<file path="src/rtl/tile_pkg.sv">
// tile_pkg -- shared definitions for the tile matching game controller.
//   NUM_TILES : default board size in tiles (even)
//   SYM_W     : default symbol width per tile
//   MOVES_W   : width of the completed-attempt counter
//   state_e   : controller FSM states
package tile_pkg;
  localparam int NUM_TILES = 10;
  localparam int SYM_W     = 3;
  localparam int MOVES_W   = 8;

  typedef enum logic [2:0] {
    IDLE,
    PICK1,
    PICK2,
    COMPARE,
    HOLD,
    DONE
  } state_e;
endpackage

</file>
<file path="src/rtl/tile_match_ctrl_hold_timer.sv">
// hold_timer -- down-counter that times the mismatch display window.
//   clk_i   : clock (rising edge)
//   rst_i   : synchronous active-high reset
//   load_i  : preload so that done_o rises after HOLD_CYCLES counting cycles
//   count_i : decrement enable
//   done_o  : high when the count has reached zero
module hold_timer #(
  parameter int HOLD_CYCLES = 4
) (
  input  logic clk_i,
  input  logic rst_i,
  input  logic load_i,
  input  logic count_i,
  output logic done_o
);
  localparam int W = $clog2(HOLD_CYCLES + 1);
  // done is sampled in the same cycle as the count, so the last counting
  // cycle is the one that sees zero: preload with HOLD_CYCLES-1.
  localparam logic [W-1:0] LOAD_VAL = W'(HOLD_CYCLES - 1);

  logic [W-1:0] cnt_q, cnt_d;

  always_comb begin
    cnt_d = cnt_q;
    if (load_i)                        cnt_d = LOAD_VAL;
    else if (count_i && cnt_q != '0)   cnt_d = cnt_q - W'(1);
  end

  always_ff @(posedge clk_i) begin
    if (rst_i) cnt_q <= '0;
    else       cnt_q <= cnt_d;
  end

  assign done_o = (cnt_q == '0);
endmodule

</file>
<file path="src/rtl/tile_match_ctrl.sv">
// tile_match_ctrl -- memory/pairs game controller.
//   CLOCK_50       : clock (rising edge)
//   reset          : synchronous active-high reset
//   start          : new game request (honoured in IDLE/DONE only)
//   board_sym      : symbol per tile, tile i at [i*SYM_W +: SYM_W]
//   sel_valid/sel_tile/sel_ready : tile pick handshake
//   revealed       : face-up mask
//   matched        : permanently matched mask
//   moves          : completed pair attempts, saturating
//   match_pulse / mismatch_pulse : one-cycle result strobes
//   game_over      : high in DONE
module tile_match_ctrl #(
  parameter int NUM_TILES   = tile_pkg::NUM_TILES,
  parameter int SYM_W       = tile_pkg::SYM_W,
  parameter int HOLD_CYCLES = 25_000_000
) (
  input  logic                         CLOCK_50,
  input  logic                         reset,
  input  logic                         start,
  input  logic [NUM_TILES*SYM_W-1:0]   board_sym,
  input  logic                         sel_valid,
  input  logic [3:0]                   sel_tile,
  output logic                         sel_ready,
  output logic [NUM_TILES-1:0]         revealed,
  output logic [NUM_TILES-1:0]         matched,
  output logic [tile_pkg::MOVES_W-1:0] moves,
  output logic                         match_pulse,
  output logic                         mismatch_pulse,
  output logic                         game_over
);
  import tile_pkg::*;

  state_e                          state_q, state_d;
  logic [NUM_TILES-1:0][SYM_W-1:0] sym_q;
  logic [3:0]                      pick1_q, pick1_d, pick2_q, pick2_d;
  logic [NUM_TILES-1:0]            revealed_q, revealed_d, matched_q, matched_d;
  logic [MOVES_W-1:0]              moves_q, moves_d;
  logic                            match_q, match_d, mismatch_q, mismatch_d;

  logic                 tile_ok, take_pick, start_ok, sym_eq, all_matched;
  logic                 hold_load, hold_cnt, hold_done;
  logic [NUM_TILES-1:0] pair_mask;

  // Pick qualification; the range test short-circuits the matched lookup.
  assign tile_ok   = ({1'b0, sel_tile} < 5'(NUM_TILES));
  assign take_pick = sel_valid && sel_ready && tile_ok && !matched_q[sel_tile] &&
                     !(state_q == PICK2 && sel_tile == pick1_q);
  assign start_ok  = start && (state_q == IDLE || state_q == DONE);

  // Compare against the board captured at start, never the live input.
  assign sym_eq      = (sym_q[pick1_q] == sym_q[pick2_q]);
  assign pair_mask   = (NUM_TILES'(1) << pick1_q) | (NUM_TILES'(1) << pick2_q);
  assign all_matched = &(matched_q | pair_mask);

  // State register
  always_ff @(posedge CLOCK_50) begin
    if (reset) state_q <= IDLE;
    else       state_q <= state_d;
  end

  // Next state
  always_comb begin
    state_d = state_q;
    unique case (state_q)
      IDLE, DONE: if (start)     state_d = PICK1;
      PICK1:      if (take_pick) state_d = PICK2;
      PICK2:      if (take_pick) state_d = COMPARE;
      COMPARE: begin
        if (!sym_eq)          state_d = HOLD;
        else if (all_matched) state_d = DONE;
        else                  state_d = PICK1;
      end
      HOLD:       if (hold_done) state_d = PICK1;
      default:    state_d = IDLE;
    endcase
  end

  // State-decoded outputs
  always_comb begin
    sel_ready = (state_q == PICK1) || (state_q == PICK2);
    game_over = (state_q == DONE);
    hold_load = (state_q == COMPARE) && !sym_eq;
    hold_cnt  = (state_q == HOLD);
  end

  // Board / mask / counter next state
  always_comb begin
    revealed_d = revealed_q;
    matched_d  = matched_q;
    moves_d    = moves_q;
    pick1_d    = pick1_q;
    pick2_d    = pick2_q;
    match_d    = 1'b0;
    mismatch_d = 1'b0;
    if (start_ok) begin
      revealed_d = '0;
      matched_d  = '0;
      moves_d    = '0;
      pick1_d    = '0;
      pick2_d    = '0;
    end
    if (take_pick) begin
      revealed_d[sel_tile] = 1'b1;
      if (state_q == PICK1) pick1_d = sel_tile;
      else                  pick2_d = sel_tile;
    end
    if (state_q == COMPARE) begin
      if (moves_q != '1) moves_d = moves_q + MOVES_W'(1);
      if (sym_eq) begin
        matched_d = matched_q | pair_mask;
        match_d   = 1'b1;
      end else begin
        mismatch_d = 1'b1;
      end
    end
    // Only the mismatched pair flips back; matched tiles never sit in HOLD.
    if (state_q == HOLD && hold_done) revealed_d = revealed_q & ~pair_mask;
  end

  always_ff @(posedge CLOCK_50) begin
    if (reset) begin
      sym_q      <= '0;
      revealed_q <= '0;
      matched_q  <= '0;
      moves_q    <= '0;
      pick1_q    <= '0;
      pick2_q    <= '0;
      match_q    <= 1'b0;
      mismatch_q <= 1'b0;
    end else begin
      if (start_ok) sym_q <= board_sym;
      revealed_q <= revealed_d;
      matched_q  <= matched_d;
      moves_q    <= moves_d;
      pick1_q    <= pick1_d;
      pick2_q    <= pick2_d;
      match_q    <= match_d;
      mismatch_q <= mismatch_d;
    end
  end

  hold_timer #(.HOLD_CYCLES(HOLD_CYCLES)) u_hold (
    .clk_i   (CLOCK_50),
    .rst_i   (reset),
    .load_i  (hold_load),
    .count_i (hold_cnt),
    .done_o  (hold_done)
  );

  assign revealed       = revealed_q;
  assign matched        = matched_q;
  assign moves          = moves_q;
  assign match_pulse    = match_q;
  assign mismatch_pulse = mismatch_q;
endmodule

</file>
<file path="config.mk">
export PLATFORM = sky130hd
export DESIGN_NAME = tile_match_ctrl
export DESIGN_NICKNAME = d
export VERILOG_FILES = /design/src/rtl/tile_pkg.sv /design/src/rtl/tile_match_ctrl_hold_timer.sv /design/src/rtl/tile_match_ctrl.sv
export SDC_FILE = /design/constraint.sdc
export NUM_CORES = 1
export LEC_CHECK = 0
export ABC_AREA = 1
export BUFFER_PORTS_ARGS = -buffer_cell sky130_fd_sc_hd__buf_2
export CORE_UTILIZATION = 40
export CTS_BUF_LIST = sky130_fd_sc_hd__clkbuf_4 sky130_fd_sc_hd__clkbuf_8
export CTS_CLUSTER_SIZE = 40
export DETAILED_ROUTE_END_ITERATION = 10
export PLACE_DENSITY = 0.62
export SYNTH_ARGS = -nofsm -noshare
export SYNTH_HDL_FRONTEND = slang
export SYNTH_HIERARCHICAL = 1
export SYNTH_SLANG_ARGS = --single-unit
</file>
<file path="constraint.sdc">
create_clock -name CLOCK_50 -period 6.1 [get_ports CLOCK_50]
set_input_delay 0 -clock CLOCK_50 [delete_from_list [all_inputs] [get_ports CLOCK_50]]
set_output_delay 0 -clock CLOCK_50 [all_outputs]
set_load 0.005 [all_outputs]
</file>
== Word-level counts from Yosys, hierarchy flattened ==
Index checks and enable logic that the tools add are counted.
Widths: inputs -> output; s select.
Storage, ports and cells
  latch bits: 0
  output and inout bits: 32
  RAM bits: 0
  input port bits: 38
  register bits after elaboration: 96
  logic and storage cells: 105
  memories kept: 0
  bits in read-only memories: 0
Operators by class
  add/subtract/negate cells: 2
  reduce and logical (&&, ||, !) cells: 24
  $lt $le $gt $ge: 5
  multiply operators: 0
  divide/modulo/power cells: 0
  equality and inequality tests: 12
  bitwise gates (word level): 6
  multiplexer cells: 34
  shift operators: 2
Operator list (number)
  $mux 10: 6
  $mux 25: 2
  $or 10x10->10: 3
  $logic_not 25->1: 1
  $reduce_bool 25->1: 1
  $sub 25x1->25 const B: 1
  $bmux 3 s4: 2
  $mux 3: 8
  $mux 4: 6
  $mux 8: 3
  $shl 1x4->10 const A: 2
  $lt 4x5->1 const B: 3
  $pmux 3 s5: 1
  $and 10x10->10: 1
  $logic_and 1x1->1: 10
  $not 10->10: 1
  $reduce_and 10->1: 1
  $add 8x1->8 const B: 1
  $ne 2x2->1 const B: 4
  $ne 8x8->1 const B: 1
  $eq 3x2->1 const B: 2
  $eq 3x3->1 const B: 2
  $reduce_or 2->1: 3
  $bmux 1 s4: 1
  other kinds (13): 19

== Logic depth before layout (Yosys ltp) ==
  depth after elaboration: 8
  depth in mapped cells: 20
  gate-level depth less buffers: 18

== Modules after synthesis ==
The synthesis kept the hierarchy.
Modules (own cells, without submodules)
  tile_match_ctrl: cells an instance 668, area an instance 4161.5 sq um, seq. area each 1421.4 sq um, instances 1
  hold_timer: cells an instance 280, area an instance 1687.9 sq um, seq. area each 500.5 sq um, instances 1

== Worst setup path before layout ==
Ideal clock, no wire load.
  kind: register to register
  start: register pick2_q[1]
  end: register u_hold.cnt_q[2]
  stages on the path, launching flop included: 20
  data required time: 5967 ps
  data arrival time: 1885 ps
  setup time: 133 ps
  path slack: 4083 ps
  buffers on the path: 2
  period minus slack after synthesis: 2017 ps
  cell sequence: dfxtp_1 -> buf_4 -> inv_2 -> nand2_1 -> inv_1 -> nand2_1 -> nand2_1 -> o21ai_1 -> inv_1 -> nor2_1 -> nand2_1 -> nand2_1 -> nand3_1 -> nand2_1 -> inv_1 -> inv_1 -> clkbuf_1 -> o21ai_0 -> inv_1 -> a21oi_1
Between the ends
  cells in the longest elaborated chain, start to end: 6
  elaborated cells between the ends (all ways): 7
  those cells by class: eq/ne: 1; mux: 3; reduce/logical: 3
Ends and longest elaborated chain
  start, declared: RTL line tile_match_ctrl.sv:35  | logic [3:0] pick1_q, pick1_d, pick2_q, pick2_d;
  start signal, assigned: RTL line tile_match_ctrl.sv:136  | pick2_q <= pick2_d;
  $bmux 3 s4 (*): RTL line tile_match_ctrl.sv:51  | assign sym_eq = (sym_q[pick1_q] == sym_q[pick2_q]);
  $mux 3 (implied by the code) (*): RTL line tile_match_ctrl.sv:51
  $eq 3x3->1 (*): RTL line tile_match_ctrl.sv:51
  $logic_not 1->1 (*): RTL line tile_match_ctrl.sv:82  | hold_load = (state_q == COMPARE) && !sym_eq;
  $logic_and 1x1->1 (*): RTL line tile_match_ctrl.sv:82
  net hold_load: RTL line tile_match_ctrl.sv:41  | logic hold_load, hold_cnt, hold_done;
  $mux 25 / $reduce_bool 2->1 (equally long branches)
  end signal, assigned: RTL line tile_match_ctrl_hold_timer.sv:31  | else cnt_q <= cnt_d;
  end, declared: RTL line tile_match_ctrl_hold_timer.sv:21  | logic [W-1:0] cnt_q, cnt_d;
The timed path passes the listed nets; every way through them passes the cells marked *. The select of a mux whose other input is x is not followed.
A chain may end at the register's enable or synchronous reset.

== Final worst setup path ==
  start: register pick1_q[0]
  end: register u_hold.cnt_q[4]
Between the ends
  cells in the longest elaborated chain, start to end: 6
  elaborated cells between the ends (all ways): 7
  those cells by class: eq/ne: 1; mux: 3; reduce/logical: 3
Ends and longest elaborated chain
  start, declared: RTL line tile_match_ctrl.sv:35
  start signal, assigned: RTL line tile_match_ctrl.sv:135  | pick1_q <= pick1_d;
  $bmux 3 s4 (*): RTL line tile_match_ctrl.sv:51
  $mux 3 (implied by the code) (*): RTL line tile_match_ctrl.sv:51
  $eq 3x3->1 (*): RTL line tile_match_ctrl.sv:51
  $logic_not 1->1 (*): RTL line tile_match_ctrl.sv:82
  $logic_and 1x1->1 (*): RTL line tile_match_ctrl.sv:82
  net hold_load: RTL line tile_match_ctrl.sv:41
  $mux 25 / $reduce_bool 2->1 (equally long branches)
Marks and branches as above.

==> summary.md <==
| Metric | Value |
|---|---|
| Final Hold Vio Count | `0` |
| DRC | `0` |
| Routed wire length | `16220 um` |
| Skew-Pair Late Insertion Delay | `0.38 ns` |
| Pwr/cell area | `472.3 nW/um2` |
| Final ANT Viol Nets | `0` |
| Synth Warn # | `6` |
| Data required, critical path | `6.34 ns` |
| Share of layout cells above drive strength 1 | `13.09%` |
| Root buffer cell | `clkbuf_8` |
| TritonCTS clock tree | `yes` |
| Via density | `5.052` |
| Nets | `1067` |
| Synth Register Bits | `96` |
| Setup TNS Final | `0 ns` |
| CTS Buffer Depth | `2` |
| N_diodes | `0` |
| Pin count of the biggest net entering global routing | `75` |
| Area Growth Syn to Fin | `15.83%` |
| Synth Net Count | `989` |
| Tmin final | `3.008 ns` |
| Clk pin slew, worst setup/hold paths | `0.09 ns` |
| Final worst slack | `3.092 ns` |
| Unrepaired setup endpoints after global routing | `false` |
| Status | `finished, final reports clean` |
| Clock share of power | `14.0%` |
| Iter 0 DRT Violations | `468` |
| GPL Wtd Cong | `0.9794` |
| Initial antenna violation count | `0` |
| Fmax | `332.4 MHz` |
| Maximum vdd drop | `0.0002249 V` |
| Clock sinks | `96` |
| CP max FO | `23` |
| Worst slack, placed | `3.143 ns` |
| Endpoints failing setup | `0` |
| Util after Layout | `48.07%` |
| WP data arrival | `3.25 ns` |
| Register area share after synthesis | `32.86%` |
| Fin. max-slew vios | `0` |
| I/O Buffers | `69` |
| Sw power | `1.589 mW` |
| Reg power frac | `29.4%` |
| Crit path capture type | `register` |
| P_int | `1.612 mW` |
| Synthesized area per cell | `6.170 um2` |
| Switching share of power | `49.64%` |
| First-pass GRT wire length | `26810 um` |
| Post-Synthesis Cells | `948` |
| Die W | `122.9 um` |
| Rows | `43` |
| Post-Synthesis Cell Area | `5849 um2` |
| Cts bufs inserted | `9` |
| Max cap viols | `0` |
| Initial core utilization | `41.50%` |
| Fin Hold WS | `0.02723 ns` |
| Pre-Repair DR Iteration Count | `5` |
| WL/cell | `13.39 um` |
| Max_slew headroom | `34.08%` |
| Number of I/O pins | `70` |
| CTS resizes | `0` |
| Core area | `14100 um2` |
| Vias | `6118` |
| H-tree depth | `3` |
| Tot GR Track Use | `22.57%` |
| Setup CP Type | `register to register` |
| # fillers | `1546` |
| Clk_skew | `0.008861 ns` |
| GRT overflow | `0` |
| Detailed Place HPWL | `11690 um` |
| Vias in the first global route | `5504` |
| Worst min-delay path category | `primary input to register` |
| Die area | `15110 um2` |
| Worst setup SP type | `register` |
| Distinct cells, synth | `39` |
| Worst-Margin Slew | `0.9852 ns` |
| Power share of the combinational group | `56.6%` |
| Leakage | `3.284 nW` |
| Die Y-Extent | `122.9 um` |
| Period utilization | `49.32%` |
synthesized netlist by cell type:
| master | n | share of area (%) |
|---|---|---|
| inv_1 | 103 | 6.6 |
| a22o_1 | 1 | 0.15 |
| nand2_2 | 6 | 0.64 |
| dfxtp_1 | 96 | 33 |
| nand3_2 | 1 | 0.17 |
| clkbuf_1 | 18 | 1.2 |
| o21ai_1 | 3 | 0.26 |
| nand2_1 | 258 | 17 |
| inv_2 | 10 | 0.64 |
| a21oi_2 | 9 | 1.3 |
| nand4_2 | 1 | 0.21 |
| ha_1 | 3 | 0.64 |
| o21ai_0 | 72 | 6.2 |
| nor3_1 | 8 | 0.68 |
| nor2_4 | 3 | 0.58 |
| clkinv_1 | 1 | 0.064 |
| nor2_2 | 9 | 0.96 |
| or2_2 | 2 | 0.21 |
| nand3b_1 | 4 | 0.51 |
| a31o_2 | 1 | 0.15 |
| a211oi_1 | 2 | 0.26 |
| nand3_1 | 77 | 6.6 |
| xor2_1 | 5 | 0.75 |
| a22oi_1 | 8 | 1.0 |
| nand2_4 | 1 | 0.19 |
| a31oi_1 | 1 | 0.11 |
| a32oi_1 | 2 | 0.30 |
| buf_6 | 5 | 0.96 |
| buf_2 | 9 | 0.77 |
| nand4_1 | 19 | 2.0 |
| xnor2_1 | 4 | 0.60 |
| nor2_1 | 133 | 8.5 |
| nor3_2 | 2 | 0.34 |
| a21oi_1 | 56 | 4.8 |
| o22ai_1 | 2 | 0.21 |
| clkbuf_2 | 1 | 0.085 |
| nand3_4 | 2 | 0.60 |
| o211ai_1 | 6 | 0.77 |
| buf_4 | 4 | 0.51 |
repair_timing:
| action | 4_1_cts | 5_1_grt |
|---|---|---|
| endpoints found under the hold margin | 39 | 0 |
| hold buffers | 33 | 0 |
| setup buffers | 0 | 0 |
through the flow:
step                      instances  instance area, um2  power [mW]
after floorplan                 948                5849       2.374
after global placement         1162                6233       2.732
after detailed placement       1162                6233       2.731
after CTS                      1211                6775       3.205
after global routing           1211                6775       3.530
final                          1211                6775       3.200
worst max-delay path, cell delays in order (launching register included):
cell	delay, ns
dfxtp_1	0.85
inv_2	0.18
nor2_1	0.26
nand2_1	0.09
nand2_1	0.08
o21ai_0	0.09
nand3_1	0.09
nand2_1	0.05
nand2_1	0.09
nand3_1	0.07
nand2_1	0.08
inv_1	0.11
inv_1	0.49
o21ai_0	0.19
inv_1	0.08
a21oi_1	0.05
per-layer routing:
layer	global-route usage, %	up-vias	routed length [um]
li1	-	3197	-
met1	29.46	2742	7609
met2	37.25	160	7463
met3	4.982	19	900
met4	6.326	0	244
met5	0	-	0
cells by family after synthesis:
| logic type | count (synthesis) | synth area share (%) |
|---|---|---|
| buffers and inverters | 151 | 10.80 |
| and+or+nand+nor | 526 | 38.82 |
| xor gates and xnor gates | 9 | 1.347 |
| adders and majority gates | 3 | 0.6418 |
| AOI/OAI and AO/OA | 163 | 15.53 |
| DFF | 96 | 32.86 |
layout by cell type, fill, tap and decap left out, types with 4 or more instances in the layout:
cell / n
a21oi_1: 56
a21oi_2: 9
a22oi_1: 8
buf_2: 69
clkbuf_8: 11
dfxtp_1: 96
dlygate4sd3_1: 33
inv_1: 103
inv_2: 10
nand2_1: 257
nand2_2: 7
nand3_1: 77
nand3b_1: 4
nand4_1: 19
nor2_1: 133
nor2_2: 9
nor3_1: 8
o211ai_1: 6
o21ai_0: 72
xnor2_1: 4
xor2_1: 5
flip-flops by register name (all words and copies together) (netlist names):
register / count
sym_q: 30
u_hold/cnt_q: 25
matched: 10
revealed: 10
moves: 8
pick1_q: 4
pick2_q: 4
state_q: 3
match_pulse: 1
mismatch_pulse: 1
final cells by class:
class / count / area [um2] / share of cell area (%)
clock buffers: 14 / 173.9 / 2.567
multi-input cells: 701 / 3298 / 48.68
repair buffers: 104 / 690.7 / 10.19
flip-flops and latches: 96 / 1922 / 28.37
inverters: 114 / 427.9 / 6.316
well taps: 180 / 225.2 / 3.324
clock inverters: 2 / 37.54 / 0.5540
worst paths after layout:
kind / cells after the start / from / to / slack (ns)
setup / recovery: 15 / pick1_q[0] / u_hold/cnt_q[4] / 3.09
hold / removal: 3 / sel_tile[1] / revealed[6] / 0.03
setup reg to reg: 15 / pick1_q[0] / u_hold/cnt_q[4] / 3.09
hold reg to reg: 2 / sym_q[20] / sym_q[20] / 0.47
power by group through the flow:
| stage | clock network, mW | registers, mW | logic (mW) |
|---|---|---|---|
| detailed placement | 0 | 0.952 | 1.78 |
| global route | 0.486 | 0.961 | 2.08 |
| CTS | 0.462 | 0.938 | 1.81 |
| finish | 0.449 | 0.941 | 1.81 |
| floorplan | 0 | 0.894 | 1.48 |
| global placement | 0 | 0.952 | 1.78 |
(Power assumes the default switching activity.)
